## src/rtl/bb_pkg.sv

```systemverilog
// Shared constants and state encoding for the blackbox self-test sweeper.
package bb_pkg;

  localparam int unsigned BB_NVEC = 8;
  localparam int unsigned BB_IDXW = 3;

  typedef enum logic [1:0] {
    StIdle  = 2'd0,
    StDrive = 2'd1,
    StDone  = 2'd2
  } bb_state_e;

endpackage

```

## src/rtl/blackbox_sweeper_if.sv

```systemverilog
// Control, result and blackbox-facing signals of the sweeper.
// The master modport is the parent side; the slave modport is the sweeper itself.
interface blackbox_sweeper_if;
  import bb_pkg::*;

  logic               start;
  logic [BB_NVEC-1:0] expected;
  logic               p_in;
  logic               m_out;
  logic               b_out;
  logic               t_out;
  logic               busy;
  logic               done;
  logic [BB_NVEC-1:0] truth;
  logic               match;
  logic [BB_IDXW-1:0] fail_idx;

  modport master (
    output start, expected, p_in,
    input  m_out, b_out, t_out, busy, done, truth, match, fail_idx
  );

  modport slave (
    input  start, expected, p_in,
    output m_out, b_out, t_out, busy, done, truth, match, fail_idx
  );

endinterface

```

## src/rtl/bb_first_mismatch.sv

```systemverilog
// Priority encoder over the truth/expected difference: lowest set bit wins.
module bb_first_mismatch
  import bb_pkg::*;
(
  input  logic [BB_NVEC-1:0] diff,
  output logic [BB_IDXW-1:0] fail_idx,
  output logic               zero
);

  // Scan from the top down so the lowest mismatching index is the last assignment.
  always_comb begin
    fail_idx = '0;
    for (int i = BB_NVEC - 1; i >= 0; i--) begin
      if (diff[i]) fail_idx = BB_IDXW'(i);
    end
    zero = (diff == '0);
  end

endmodule

```

## src/rtl/blackbox_sweeper.sv

```systemverilog
// Self-test controller: walks blackbox through all input vectors, builds the
// truth table and compares it with a golden table.
module blackbox_sweeper
  import bb_pkg::*;
#(
  parameter int unsigned SETTLE = 2
) (
  input logic               clock,
  input logic               reset_n,
  blackbox_sweeper_if.slave bus
);

  localparam logic [3:0]         SettleLast = 4'(SETTLE - 1);
  localparam logic [BB_IDXW-1:0] IdxLast    = BB_IDXW'(BB_NVEC - 1);

  bb_state_e          state_q, state_d;
  logic [BB_IDXW-1:0] idx_q, idx_d;
  logic [3:0]         cnt_q, cnt_d;
  // Set after the final sample so match/fail_idx see the complete registered table.
  logic               last_q, last_d;
  logic [BB_NVEC-1:0] truth_q, truth_d;
  logic [BB_NVEC-1:0] exp_q, exp_d;
  logic               match_q, match_d;
  logic [BB_IDXW-1:0] fail_q, fail_d;
  logic [BB_IDXW-1:0] mbt_q, mbt_d;

  logic [BB_NVEC-1:0] diff;
  logic [BB_IDXW-1:0] mm_idx;
  logic               mm_zero;

  assign diff = truth_q ^ exp_q;

  bb_first_mismatch u_first_mismatch (
    .diff     (diff),
    .fail_idx (mm_idx),
    .zero     (mm_zero)
  );

  // State and datapath registers.
  always_ff @(posedge clock or negedge reset_n) begin
    if (!reset_n) begin
      state_q <= StIdle;
      idx_q   <= '0;
      cnt_q   <= '0;
      last_q  <= 1'b0;
      truth_q <= '0;
      exp_q   <= '0;
      match_q <= 1'b0;
      fail_q  <= '0;
      mbt_q   <= '0;
    end else begin
      state_q <= state_d;
      idx_q   <= idx_d;
      cnt_q   <= cnt_d;
      last_q  <= last_d;
      truth_q <= truth_d;
      exp_q   <= exp_d;
      match_q <= match_d;
      fail_q  <= fail_d;
      mbt_q   <= mbt_d;
    end
  end

  // Next-state logic for the sweep sequencer.
  always_comb begin
    state_d = state_q;
    idx_d   = idx_q;
    cnt_d   = cnt_q;
    last_d  = last_q;
    truth_d = truth_q;
    exp_d   = exp_q;
    match_d = match_q;
    fail_d  = fail_q;

    unique case (state_q)
      StIdle: begin
        if (bus.start) begin
          state_d = StDrive;
          idx_d   = '0;
          cnt_d   = '0;
          last_d  = 1'b0;
          truth_d = '0;
          match_d = 1'b0;
          fail_d  = '0;
          exp_d   = bus.expected;
        end
      end
      StDrive: begin
        if (last_q) begin
          state_d = StDone;
          last_d  = 1'b0;
          match_d = mm_zero;
          fail_d  = mm_idx;
        end else if (cnt_q == SettleLast) begin
          truth_d[idx_q] = bus.p_in;
          cnt_d          = '0;
          if (idx_q == IdxLast) last_d = 1'b1;
          else                  idx_d  = idx_q + 1'b1;
        end else begin
          cnt_d = cnt_q + 4'd1;
        end
      end
      StDone: begin
        state_d = StIdle;
        idx_d   = '0;
        cnt_d   = '0;
      end
      default: state_d = StIdle;
    endcase

    // Registered vector so blackbox sees clean, glitch-free inputs.
    mbt_d = (state_d == StDrive) ? idx_d : '0;
  end

  assign bus.m_out    = mbt_q[2];
  assign bus.b_out    = mbt_q[1];
  assign bus.t_out    = mbt_q[0];
  assign bus.busy     = (state_q != StIdle);
  assign bus.done     = (state_q == StDone);
  assign bus.truth    = truth_q;
  assign bus.match    = match_q;
  assign bus.fail_idx = fail_q;

endmodule

```

## src/flat_wrapper.sv

```systemverilog
// flat-port wrapper written by rule: the top's interface ports become plain ports
module blackbox_sweeper_flat import bb_pkg::*;
#(
  parameter int unsigned SETTLE = 2
)
  (clock, reset_n, bus_start, bus_expected, bus_p_in, bus_m_out, bus_b_out, bus_t_out, bus_busy, bus_done, bus_truth, bus_match, bus_fail_idx);
  blackbox_sweeper_if bus_i ();
  input logic clock;
  input logic reset_n;
  input wire logic [$bits(bus_i.start)-1:0] bus_start;
  input wire logic [$bits(bus_i.expected)-1:0] bus_expected;
  input wire logic [$bits(bus_i.p_in)-1:0] bus_p_in;
  output wire logic [$bits(bus_i.m_out)-1:0] bus_m_out;
  output wire logic [$bits(bus_i.b_out)-1:0] bus_b_out;
  output wire logic [$bits(bus_i.t_out)-1:0] bus_t_out;
  output wire logic [$bits(bus_i.busy)-1:0] bus_busy;
  output wire logic [$bits(bus_i.done)-1:0] bus_done;
  output wire logic [$bits(bus_i.truth)-1:0] bus_truth;
  output wire logic [$bits(bus_i.match)-1:0] bus_match;
  output wire logic [$bits(bus_i.fail_idx)-1:0] bus_fail_idx;
  assign bus_i.start = bus_start;
  assign bus_i.expected = bus_expected;
  assign bus_i.p_in = bus_p_in;
  assign bus_m_out = bus_i.m_out;
  assign bus_b_out = bus_i.b_out;
  assign bus_t_out = bus_i.t_out;
  assign bus_busy = bus_i.busy;
  assign bus_done = bus_i.done;
  assign bus_truth = bus_i.truth;
  assign bus_match = bus_i.match;
  assign bus_fail_idx = bus_i.fail_idx;
  blackbox_sweeper #(.SETTLE(SETTLE)) u_core (.clock(clock), .reset_n(reset_n), .bus(bus_i));
endmodule
```

## config.mk

```make
export PLATFORM = sky130hd
export DESIGN_NAME = blackbox_sweeper_flat
export DESIGN_NICKNAME = d
export VERILOG_FILES = /design/src/rtl/bb_pkg.sv /design/src/rtl/blackbox_sweeper_if.sv /design/src/rtl/bb_first_mismatch.sv /design/src/rtl/blackbox_sweeper.sv /design/src/flat_wrapper.sv
export SDC_FILE = /design/constraint.sdc
export NUM_CORES = 1
export LEC_CHECK = 0
export CAP_MARGIN = 0
export CELL_PAD_IN_SITES_DETAIL_PLACEMENT = 2
export CELL_PAD_IN_SITES_GLOBAL_PLACEMENT = 2
export CORE_AREA = 3 3 74 93
export DETAILED_ROUTE_END_ITERATION = 8
export DIE_AREA = 0 0 77 96
export PLACE_DENSITY = 0.73
export SLEW_MARGIN = 20
export SYNTH_ARGS = -nofsm -noshare
export SYNTH_HDL_FRONTEND = slang
export SYNTH_HIERARCHICAL = 1
export SYNTH_SLANG_ARGS = --single-unit
```

## constraint.sdc

```tcl
create_clock -name clock -period 1.9 [get_ports clock]
set_clock_uncertainty 0.2 [all_clocks]
set_input_delay 0.285 -clock clock [delete_from_list [all_inputs] [get_ports clock]]
set_output_delay 0.285 -clock clock [all_outputs]
set_load 0.01 [all_outputs]
```

Word level (Yosys, flattened, before mapping)
Index checks and enable logic that the tools add are counted.
{"block": "totals", "register_bits": 33, "out_inout_bits": 17, "elab_cells": 72}
{"block": "op_classes", "addsub": 2, "n_lt_le_gt_ge": 2, "n_eq_ne": 9, "muxes": 38, "bitwise_logic": 1, "reduce_logical": 11}
{"cell": "3-bit two-way mux", "count": 15}
{"cell": "8-bit two-way mux", "count": 3}
{"cell": "8-bit one-hot mux with 2 select lines", "count": 1}
{"cell": "4-bit two-way mux", "count": 3}
{"cell": "4-bit one-hot mux with 3 select lines", "count": 1}
{"cell": "3-bit one-hot mux with 3 select lines", "count": 1}
{"cell": "8-bit bitwise mux", "count": 1}
{"cell": "8-bit zero test", "count": 1}
{"cell": "8-bit XOR", "count": 1}
{"cell": "1-bit two-way mux", "count": 6}
{"cell": "3-bit one-hot mux with 2 select lines", "count": 1}
{"cell": "3-bit AND reduction", "count": 2}
{"cell": "4-bit by 1-bit adder with 4-bit output, second input constant", "count": 1}
{"cell": "2-bit by 1-bit equality test with 1-bit output, second input constant", "count": 2}
{"cell": "4-bit by 1-bit equality test with 1-bit output, second input constant", "count": 1}
{"cell": "3-bit by 4-bit less-than comparator with 1-bit output, second input constant", "count": 1}
{"cell": "2-bit two-way mux", "count": 2}
{"cell": "2-bit by 1-bit inequality test with 1-bit output, second input constant", "count": 2}
{"cell": "2-bit inequality test, second input constant", "count": 2}
{"cell": "1-bit one-hot mux with 2 select lines", "count": 2}
{"cell": "2-bit one-hot mux with 2 select lines", "count": 1}
{"cell": "2-bit AND reduction", "count": 2}
{"cell": "4-bit AND reduction", "count": 1}
{"cell": "2-bit nonzero test", "count": 2}
{"cell": "8 further kinds", "count": 8}

Longest topological paths before layout
Gate-level depths: netlist of the first run.
{"block": "depth", "depth_word": 11, "mapped_depth": 6, "ltp_nobuf": 6}

Hierarchy
The synthesis of the first run kept the hierarchy.
{"module": "blackbox_sweeper", "instances": 1, "cells_per_inst": 156, "area_per_inst_um2": 1705.4, "seq_area_each_um2": 825.8}
{"module": "bb_first_mismatch", "instances": 1, "cells_per_inst": 14, "area_per_inst_um2": 86.3, "seq_area_each_um2": 0.0}

Least setup slack after synthesis of the first run
Ideal clock, no wire load.
{"block": "synth_timing", "kind": "register to register", "from": "register u_core.cnt_q[1]", "to": "register u_core.truth_q[0] (netlist: u_core/bus.truth[0])", "setup_ns": 0.141, "arrival_ns": 1.536, "slack_ns": 0.024, "stages_incl_launch_ff": 6, "n_path_buf": 0, "period_less_slack_ns": 1.876, "cell_sequence": "dfrtp_1 -> inv_1 -> ha_1 -> or3b_4 -> a221oi_4 -> o221ai_1"}
{"block": "synth_between", "elab_chain_cells": 3}
{"element": "start: declaration", "line": "blackbox_sweeper.sv:18", "source": "logic [3:0] cnt_q, cnt_d;"}
{"element": "start signal: assignment", "line": "blackbox_sweeper.sv:54", "source": "cnt_q <= cnt_d;"}
{"element": "4-bit by 1-bit equality test with 1-bit output", "line": "blackbox_sweeper.sv:94", "source": "end else if (cnt_q == SettleLast) begin"}
{"element": "2-bit by 1-bit inequality test with 1-bit output (no line)"}
{"element": "4-bit AND reduction (no line)"}
{"element": "end signal: assignment", "line": "blackbox_sweeper.sv:56", "source": "truth_q <= truth_d;"}
{"element": "end: declaration", "line": "blackbox_sweeper.sv:21", "source": "logic [BB_NVEC-1:0] truth_q, truth_d;"}
No other way between the ends.
A chain may end at the register's enable or synchronous reset.

Final worst setup path of the first run
{"block": "layout_timing", "from": "register u_core.cnt_q[1]", "to": "register u_core.truth_q[2] (netlist: u_core/bus.truth[2])"}
The elaborated chain is that of the path after synthesis.

==> out/metrics.cfg, run 1 <==
[timing]
period_needed_ns = 1.95
finalCritPeriodShare_pct = 102
hold-worst-slack_ns = 0.199
fmax_mhz = 514
max_slew_margin_pct = 69.9
setup_viol = 8
grt_setup_unrepaired = yes
layout_setup_ws_ns = -0.0466
final-max-slew-violation-count = 0
hold_violations = 0
tightest_slew_ns = 0.451

[floorplanning]
die_area_sq_um = 7390
die_h_um = 96
die_w_um = 77
coreArea_sq_um = 6130
rows = 32
ioPinCount = 29
initial_utilization_pct = 29.2

[setup_path]
slowest_stage = or3b_4
arrival_ns = 1.91
path_cells = inv_1, ha_2, or3b_4, a221oi_4, buf_12, o221ai_1
cp-start-kind = flip-flop
critical_path_buf_inv_count = 2
path_depth = 6
critPathRequiredTime_ns = 1.86
r2r_cells = 6
cp_top_family = compound AO/OA/AOI/OAI gates
critPathMaxFanout = 8
cp-end-kind = flip-flop
slowest_delay_ns = 0.40
path_class = flip-flop to flip-flop

[synthesis]
synth_most_common_cell = dfrtp_1
ys_top_cells_by_count = 33 x dfrtp_1, 12 x inv_1, 11 x nand3_1
ys.flop_type = dfrtp_1
ys_top_cells_by_area = dfrtp_1 46%, mux2_2 5.0%, a22o_1 4.4%, xor2_1 3.9%, nand3_1 3.1%
ys_ff_latch = 33
netlist_area_sq_um = 1790
yosys_warnings = 6
synth_edf_count = 0
syn_nets = 185
yosys.area.top_type = dfrtp_1
synth_top_area_share_pct = 46.1
syn_avg_cell_area_sq_um = 10.5
seq_area_frac_synth_pct = 46.1
syn_inst = 170
async_flop_share_pct = 100
yosysUniqueCellTypes = 45

[layout]
n_fill_cell = 671
final_nets = 237
diodes = 0
drive_gt1_share_pct = 25.1
synthToLayoutAreaGrowth_pct = 38.1

[detailed_routing]
drt_pass1_iterations = 3
routed_via_density = 4.90
routed_wl_um = 5330
num_vias = 1510
wl_met2_um = 2850
drt_iter0_markers = 41
topRoutingLayerUsed = met4
drc = 0
ant_nets = 0
wl_met1_um = 2280
wl_met3_um = 129
wire_per_inst_um = 17.3

[cts]
cts_root_buf = clkbuf_8
clock_latency_ns = 0.29
cts_buffers = 5
clk_pin_slew_ns = 0.07
cts_tree = built
ctsLongestPathBuffers = 2
cts_sinks = 33
cts_hold_buf = 0
htree_levels = 2

[min_path]
min_path_type = input port to asynchronous set/reset pin

[power]
power_uw = 4150
ir_worst_vdd_mv = 0.683
p_leak_uw = 0.00115
powerDensity_nw_per_um2 = 1680

[run_status]
failed_checks = negative setup slack
status = finished with violations

[grt]
grt_max_degree = 34
grt_util_all_layers_pct = 15.3
antenna_found_initial = 0
grt-ovfl-total = 0
grt_pass1_vias = 1629
grt_pass1_wl_um = 8670

[placed_design]
port-buffer-count = 28
dp_hpwl_um = 3730
gp_congestion = 0.756

[job]
drv_cap = 0

-- what timing repair did --
item                                    CTS  global route
endpoints found under the setup margin    7            11
gates resized for setup                   4             6
cloned                                    0             0
setup buffers                             2             2
pin swaps                                 1             5
-- power by group --
part / total [uW] / switching [uW] / internal (uW)
sequential: 1200 / 222 / 974
combinational: 2350 / 1170 / 1180
clock: 608 / 280 / 328
total: 4150 / 1670 / 2480
-- metrics by stage --
step	std cells	utilization [%]	setup WS, ns	setup TNS, ns	area [sq um]
2_1_floorplan	170	-	0.0237	0	1790
3_3_place_gp	296	37.7	0.0231	0	2310
3_5_place_dp	296	37.7	-0.0193	-0.0446	2310
4_1_cts	306	39.7	-0.0164	-0.0308	2430
5_1_grt	308	40.4	-0.145	-1.09	2470
6_report	308	40.4	-0.0466	-0.187	2470
-- flip-flops by register name, indices dropped and copies added (netlist names) --
signal / flops
u_core/bus.truth: 8
u_core/exp_q: 8
u_core/cnt_q: 4
u_core/bus.fail_idx: 3
u_core/idx_q: 3
u_core/mbt_q: 3
u_core/state_q: 2
u_core/bus.match: 1
u_core/last_q: 1
-- area by class of cell --
cell class / count / area [sq um] / area share (%)
Timing Repair Buffer: 51 / 467 / 18.9
Inverter: 12 / 45.0 / 1.82
Multi-Input combinational cell: 119 / 928 / 37.5
Tap cell: 85 / 106 / 4.30
Sequential cell: 33 / 827 / 33.4
Clock buffer: 7 / 96.3 / 3.89
Clock inverter: 1 / 5.00 / 0.202
-- per-layer routing --
layer / global-route usage [%] / vias up
met3: 3.37 / 5
met5: 0 / -
met4: 4.45 / 0
li1: - / 717
met2: 27.8 / 18
met1: 18.1 / 770
-- worst paths after layout --
| kind | start | slack, ns | end |
|---|---|---|---|
| max in group asynchronous | reset_n | 0.94 | u_core/state_q[0] |
| min in group clock | u_core/bus.fail_idx[1] | 0.33 | u_core/bus.fail_idx[1] |
| max | u_core/cnt_q[1] | -0.05 | u_core/bus.truth[2] |
| max reg2reg | u_core/cnt_q[1] | -0.05 | u_core/bus.truth[2] |
| min | reset_n | 0.20 | u_core/idx_q[1] |
| min reg2reg | u_core/bus.fail_idx[1] | 0.33 | u_core/bus.fail_idx[1] |
-- logic make-up (layout without fill, tap and decap cells) --
kind of cell	Yosys count	in the layout	share of synthesized area (%)
adder cells (fa/ha/maj)	3	3	2.10
AND/OR/NAND/NOR	56	56	18.7
XOR/XNOR	8	8	3.91
AO/OA/AOI/OAI	42	42	19.1
buffers and inverters	18	71	3.91
multiplexers	10	10	6.15
flip-flops	33	33	46.1
-- cells in the final DEF (no fill, tap or decap), drive strengths merged, types with 6 or more instances in the layout --
master          n
nor2            7
a21oi           6
mux2            8
buf            23
inv            12
nand2           8
xor2            8
a22o            9
nand3          11
clkbuf          7
dfrtp          33
clkdlybuf4s50  26
(Power assumes the default switching activity.)
==> run 2, diff against run 1 <==
CORE_AREA = 3 3 68 85   (was 3 3 74 93)
DIE_AREA = 0 0 71 88   (was 0 0 77 96)
PLACE_DENSITY = 0.82   (was 0.73)
clock period = 2.4 ns   (was 1.9 ns; I/O delays follow)
==> out/metrics.cfg, run 2 (synthesis gave the netlist of run 1 again) <==
[power]
ir_worst_vdd_mv = 0.501
powerDensity_nw_per_um2 = 1300
p_leak_uw = 0.00103
power_uw = 2910

[cts]
clk_pin_slew_ns = 0.08
cts_sinks = 33
cts_tree = built
clock_latency_ns = 0.28
htree_levels = 2
cts_root_buf = clkbuf_8
cts_hold_buf = 0
ctsLongestPathBuffers = 2
ctsResizeCount = 0
postCtsSetupBuffers = 0
cts_buffers = 5

[detailed_routing]
drt_iter0_markers = 66
wire_per_inst_um = 18.9
routed_wl_um = 5040
drc = 0
drt_pass1_iterations = 4
num_vias = 1446
ant_nets = 0
routed_via_density = 5.44

[layout]
drive_gt1_share_pct = 13.7
synthToLayoutAreaGrowth_pct = 24.9
final_common_cell = dfrtp_1
diodes = 0
layout_common_cells = 33 x dfrtp_1, 28 x clkdlybuf4s50_1, 12 x inv_1, 11 x nand3_1, 9 x a22o_1
final_nets = 218

[setup_path]
path_class = flip-flop to output pin
r2r_cells = 5
crit_start = u_core/state_q[0]
cp-end-kind = output pin
crit_end = bus_busy
cp-start-kind = flip-flop
reg2reg_slack_ns = 0.23
arrival_ns = 1.70
r2r_end = u_core/bus.truth[0]
critPathMaxFanout = 16
critPathRequiredTime_ns = 1.84
r2r_start = u_core/cnt_q[1]

[timing]
grt_setup_unrepaired = no
period_needed_ns = 2.26
finalSetupTns_ns = 0
setup_viol = 0
max_slew_margin_pct = 59.3
fmax_mhz = 442
layout_setup_ws_ns = 0.139
finalCritPeriodShare_pct = 94.2
hold_violations = 0
tightest_slew_ns = 0.610
final-max-slew-violation-count = 0

[grt]
grt_util_all_layers_pct = 17.9
grt_max_degree = 34
grt_pass1_vias = 1671
grt-ovfl-total = 0
grt_pass1_wl_um = 8670
antenna_found_initial = 0

[job]
drv_cap = 0

[floorplanning]
die_h_um = 88
ioPinCount = 29
coreArea_sq_um = 5080
die_area_sq_um = 6250
rows = 29
die_w_um = 71
initial_utilization_pct = 35.3

[placed_design]
gp_congestion = 0.844
dp_hpwl_um = 3810
port-buffer-count = 28
preCtsSetupSlack_ns = 0.247

[run_status]
status = finished, final reports clean

[min_path]
min_path_type = input port to asynchronous set/reset pin

run 2: cell count changes in the layout (fill, tap and decap cells not counted), sizes merged:
cell and change:
buf -19, clkbuf -1, clkdlybuf4s50 +2, clkinv +1, dlygate4sd2 -1, dlymetal6s2s -1
run 2: area by class of cell:
class / instances / area, sq um
clock inverter: 2 / 10.0
multi-input combinational: 119 / 896
tap: 62 / 77.6
sequential: 33 / 826
fill: 560 / 2840
inverter: 12 / 45.0
clock buffer: 6 / 72.6
timing repair buffer: 32 / 310
run 2: metrics by stage:
stage	std cells	hold slack (ns)	area (sq um)	util, %
after floorplan	170	-0.136	1790	-
after global placement	258	0.316	2150	42.4
after detailed placement	258	0.321	2150	42.4
after CTS	266	0.311	2240	44.0
after global routing	266	0.334	2240	44.0
final	266	0.289	2240	44.0
run 2: worst min path at each step:
| stage | slack (ns) | cells after the start | startpoint | endpoint |
|---|---|---|---|---|
| 2_1_floorplan | -0.14 | 0 | reset_n | u_core/bus.fail_idx[0] |
| 3_3_place_gp | 0.32 | 1 | u_core/exp_q[2] | u_core/exp_q[2] |
| 3_5_place_dp | 0.32 | 1 | u_core/exp_q[2] | u_core/exp_q[2] |
| 4_1_cts | 0.31 | 2 | reset_n | u_core/exp_q[4] |
| 5_1_grt | 0.33 | 2 | reset_n | u_core/exp_q[0] |
| 6_report | 0.29 | 2 | reset_n | u_core/exp_q[0] |
run 2: metal layers:
layer | GRT usage, % | vias to the layer above | routed length (um)
li1 | - | 680 | -
met1 | 19.4 | 739 | 2010
met2 | 34.8 | 23 | 2810
met3 | 3.67 | 4 | 163
met4 | 5.13 | 0 | 55
met5 | 0 | - | 0
run 2: critical path: stages (launching register included):
cell	delay, ns
dfrtp_1	0.57
or2_2	0.37
clkdlybuf4s50_1	0.48
run 2: where the power goes:
| group | leakage (uW) | internal (uW) | switching [uW] | total (uW) |
|---|---|---|---|---|
| sequential | 0.000388 | 768 | 273 | 1040 |
| clock | 0.0000450 | 201 | 211 | 412 |
| combinational | 0.000593 | 702 | 760 | 1460 |
==> run 3, diff against run 2 <==
clock period = 2.79 ns   (was 2.4 ns; I/O delays follow)
==> out/metrics.cfg, run 3 (synthesis gave the netlist of run 1 again) <==
[run_status]
status = finished, final reports clean

[floorplanning]
initial_utilization_pct = 35.3
ioPinCount = 29
die_area_sq_um = 6250
coreArea_sq_um = 5080
die_w_um = 71
die_h_um = 88
rows = 29

[detailed_routing]
drt_iter0_markers = 56
drt_pass1_iterations = 4
ant_nets = 0
routed_via_density = 5.47
wire_per_inst_um = 18.1
num_vias = 1445
drc = 0
routed_wl_um = 4790

[timing]
setup_viol = 0
period_needed_ns = 2.31
grt_setup_unrepaired = no
finalSetupTns_ns = 0
final-max-slew-violation-count = 0
hold_violations = 0
tightest_slew_ns = 0.696
finalCritPeriodShare_pct = 82.8
layout_setup_ws_ns = 0.481
hold-worst-slack_ns = 0.338
fmax_mhz = 433
max_slew_margin_pct = 53.5

[grt]
grt-ovfl-total = 0
grt_max_degree = 34
grt_pass1_vias = 1623
antenna_found_initial = 0
grt_util_all_layers_pct = 17.1
grt_pass1_wl_um = 8340

[cts]
htree_levels = 2
ctsResizeCount = 0
clock_latency_ns = 0.27
clk_pin_slew_ns = 0.06
cts_tree = built
ctsLongestPathBuffers = 2
cts_sinks = 33
cts_root_buf = clkbuf_8
cts_buffers = 5
cts_hold_buf = 0
postCtsSetupBuffers = 0

[setup_path]
path_class = flip-flop to output pin
critPathRequiredTime_ns = 2.17
critPathMaxFanout = 16
arrival_ns = 1.69
cp-end-kind = output pin
cp-start-kind = flip-flop

[placed_design]
gp_congestion = 0.749
port-buffer-count = 28
dpl_cell_area_sq_um = 2150
place_inst = 257
preCtsSetupSlack_ns = 0.705
dp_hpwl_um = 3620

[layout]
diodes = 0
layout.cells.non_filler = 264
multiInputGateArea_sq_um = 896
layout_common_cells = 33 x dfrtp_1, 28 x clkdlybuf4s50_1, 12 x inv_1, 11 x nand3_1, 9 x a22o_1
drive_gt1_share_pct = 12.9
seqCellArea_sq_um = 826
final_common_cell = dfrtp_1
final_nets = 217
stdcell_area_sq_um = 2230
synthToLayoutAreaGrowth_pct = 24.7
n_fill_cell = 554

[power]
powerDensity_nw_per_um2 = 1110
ir_worst_vdd_mv = 0.400
p_leak_uw = 0.00102

[job]
drv_cap = 0

[min_path]
min_path_type = flip-flop to flip-flop

==> run 3: layer usage <==
layer / global-route usage (%) / wire length [um] / vias to the layer above
met5: 0 / 0 / -
met4: 3.59 / 23 / 0
met3: 4.02 / 149 / 2
met2: 32.8 / 2670 / 23
met1: 19.2 / 1940 / 742
li1: - / - / 678
==> run 3: path summary, 6_finish.rpt <==
check | from | end | slack (ns) | cells after the start
max in group asynchronous | reset_n | u_core/mbt_q[1] | 1.72 | 2
min in group asynchronous | reset_n | u_core/exp_q[0] | 0.37 | 2
hold / removal | u_core/exp_q[5] | u_core/exp_q[5] | 0.34 | 1
setup reg to reg | u_core/cnt_q[1] | u_core/bus.truth[0] | 0.72 | 5
hold reg to reg | u_core/exp_q[5] | u_core/exp_q[5] | 0.34 | 1
setup / recovery | u_core/state_q[0] | bus_busy | 0.48 | 2
==> run 3: report_power, final <==
group / total (uW) / internal (uW) / switching, uW
registers: 889 / 661 / 228
clock network: 359 / 196 / 163
logic: 1240 / 599 / 641
==> run 3: through the flow <==
step           total power [uW]  utilization (%)
6_report                   2490             44.0
5_1_grt                    2710             44.0
4_1_cts                    2530             44.0
3_5_place_dp               2150             42.3
3_3_place_gp               2050             42.3
2_1_floorplan              1700                -
==> run 3: layout make-up <==
class                      count  area share, %
timing repair buffer          31           13.6
inverter                      12           2.02
clock buffer                   7           3.87
sequential                    33           37.0
tap                           62           3.47
multi-input combinational    119           40.1
==> run 3: worst max-delay path, stage by stage (launching register included) <==
cell and delay [ns]:
dfrtp_1 0.56, or2_2 0.37, clkdlybuf4s50_1 0.48
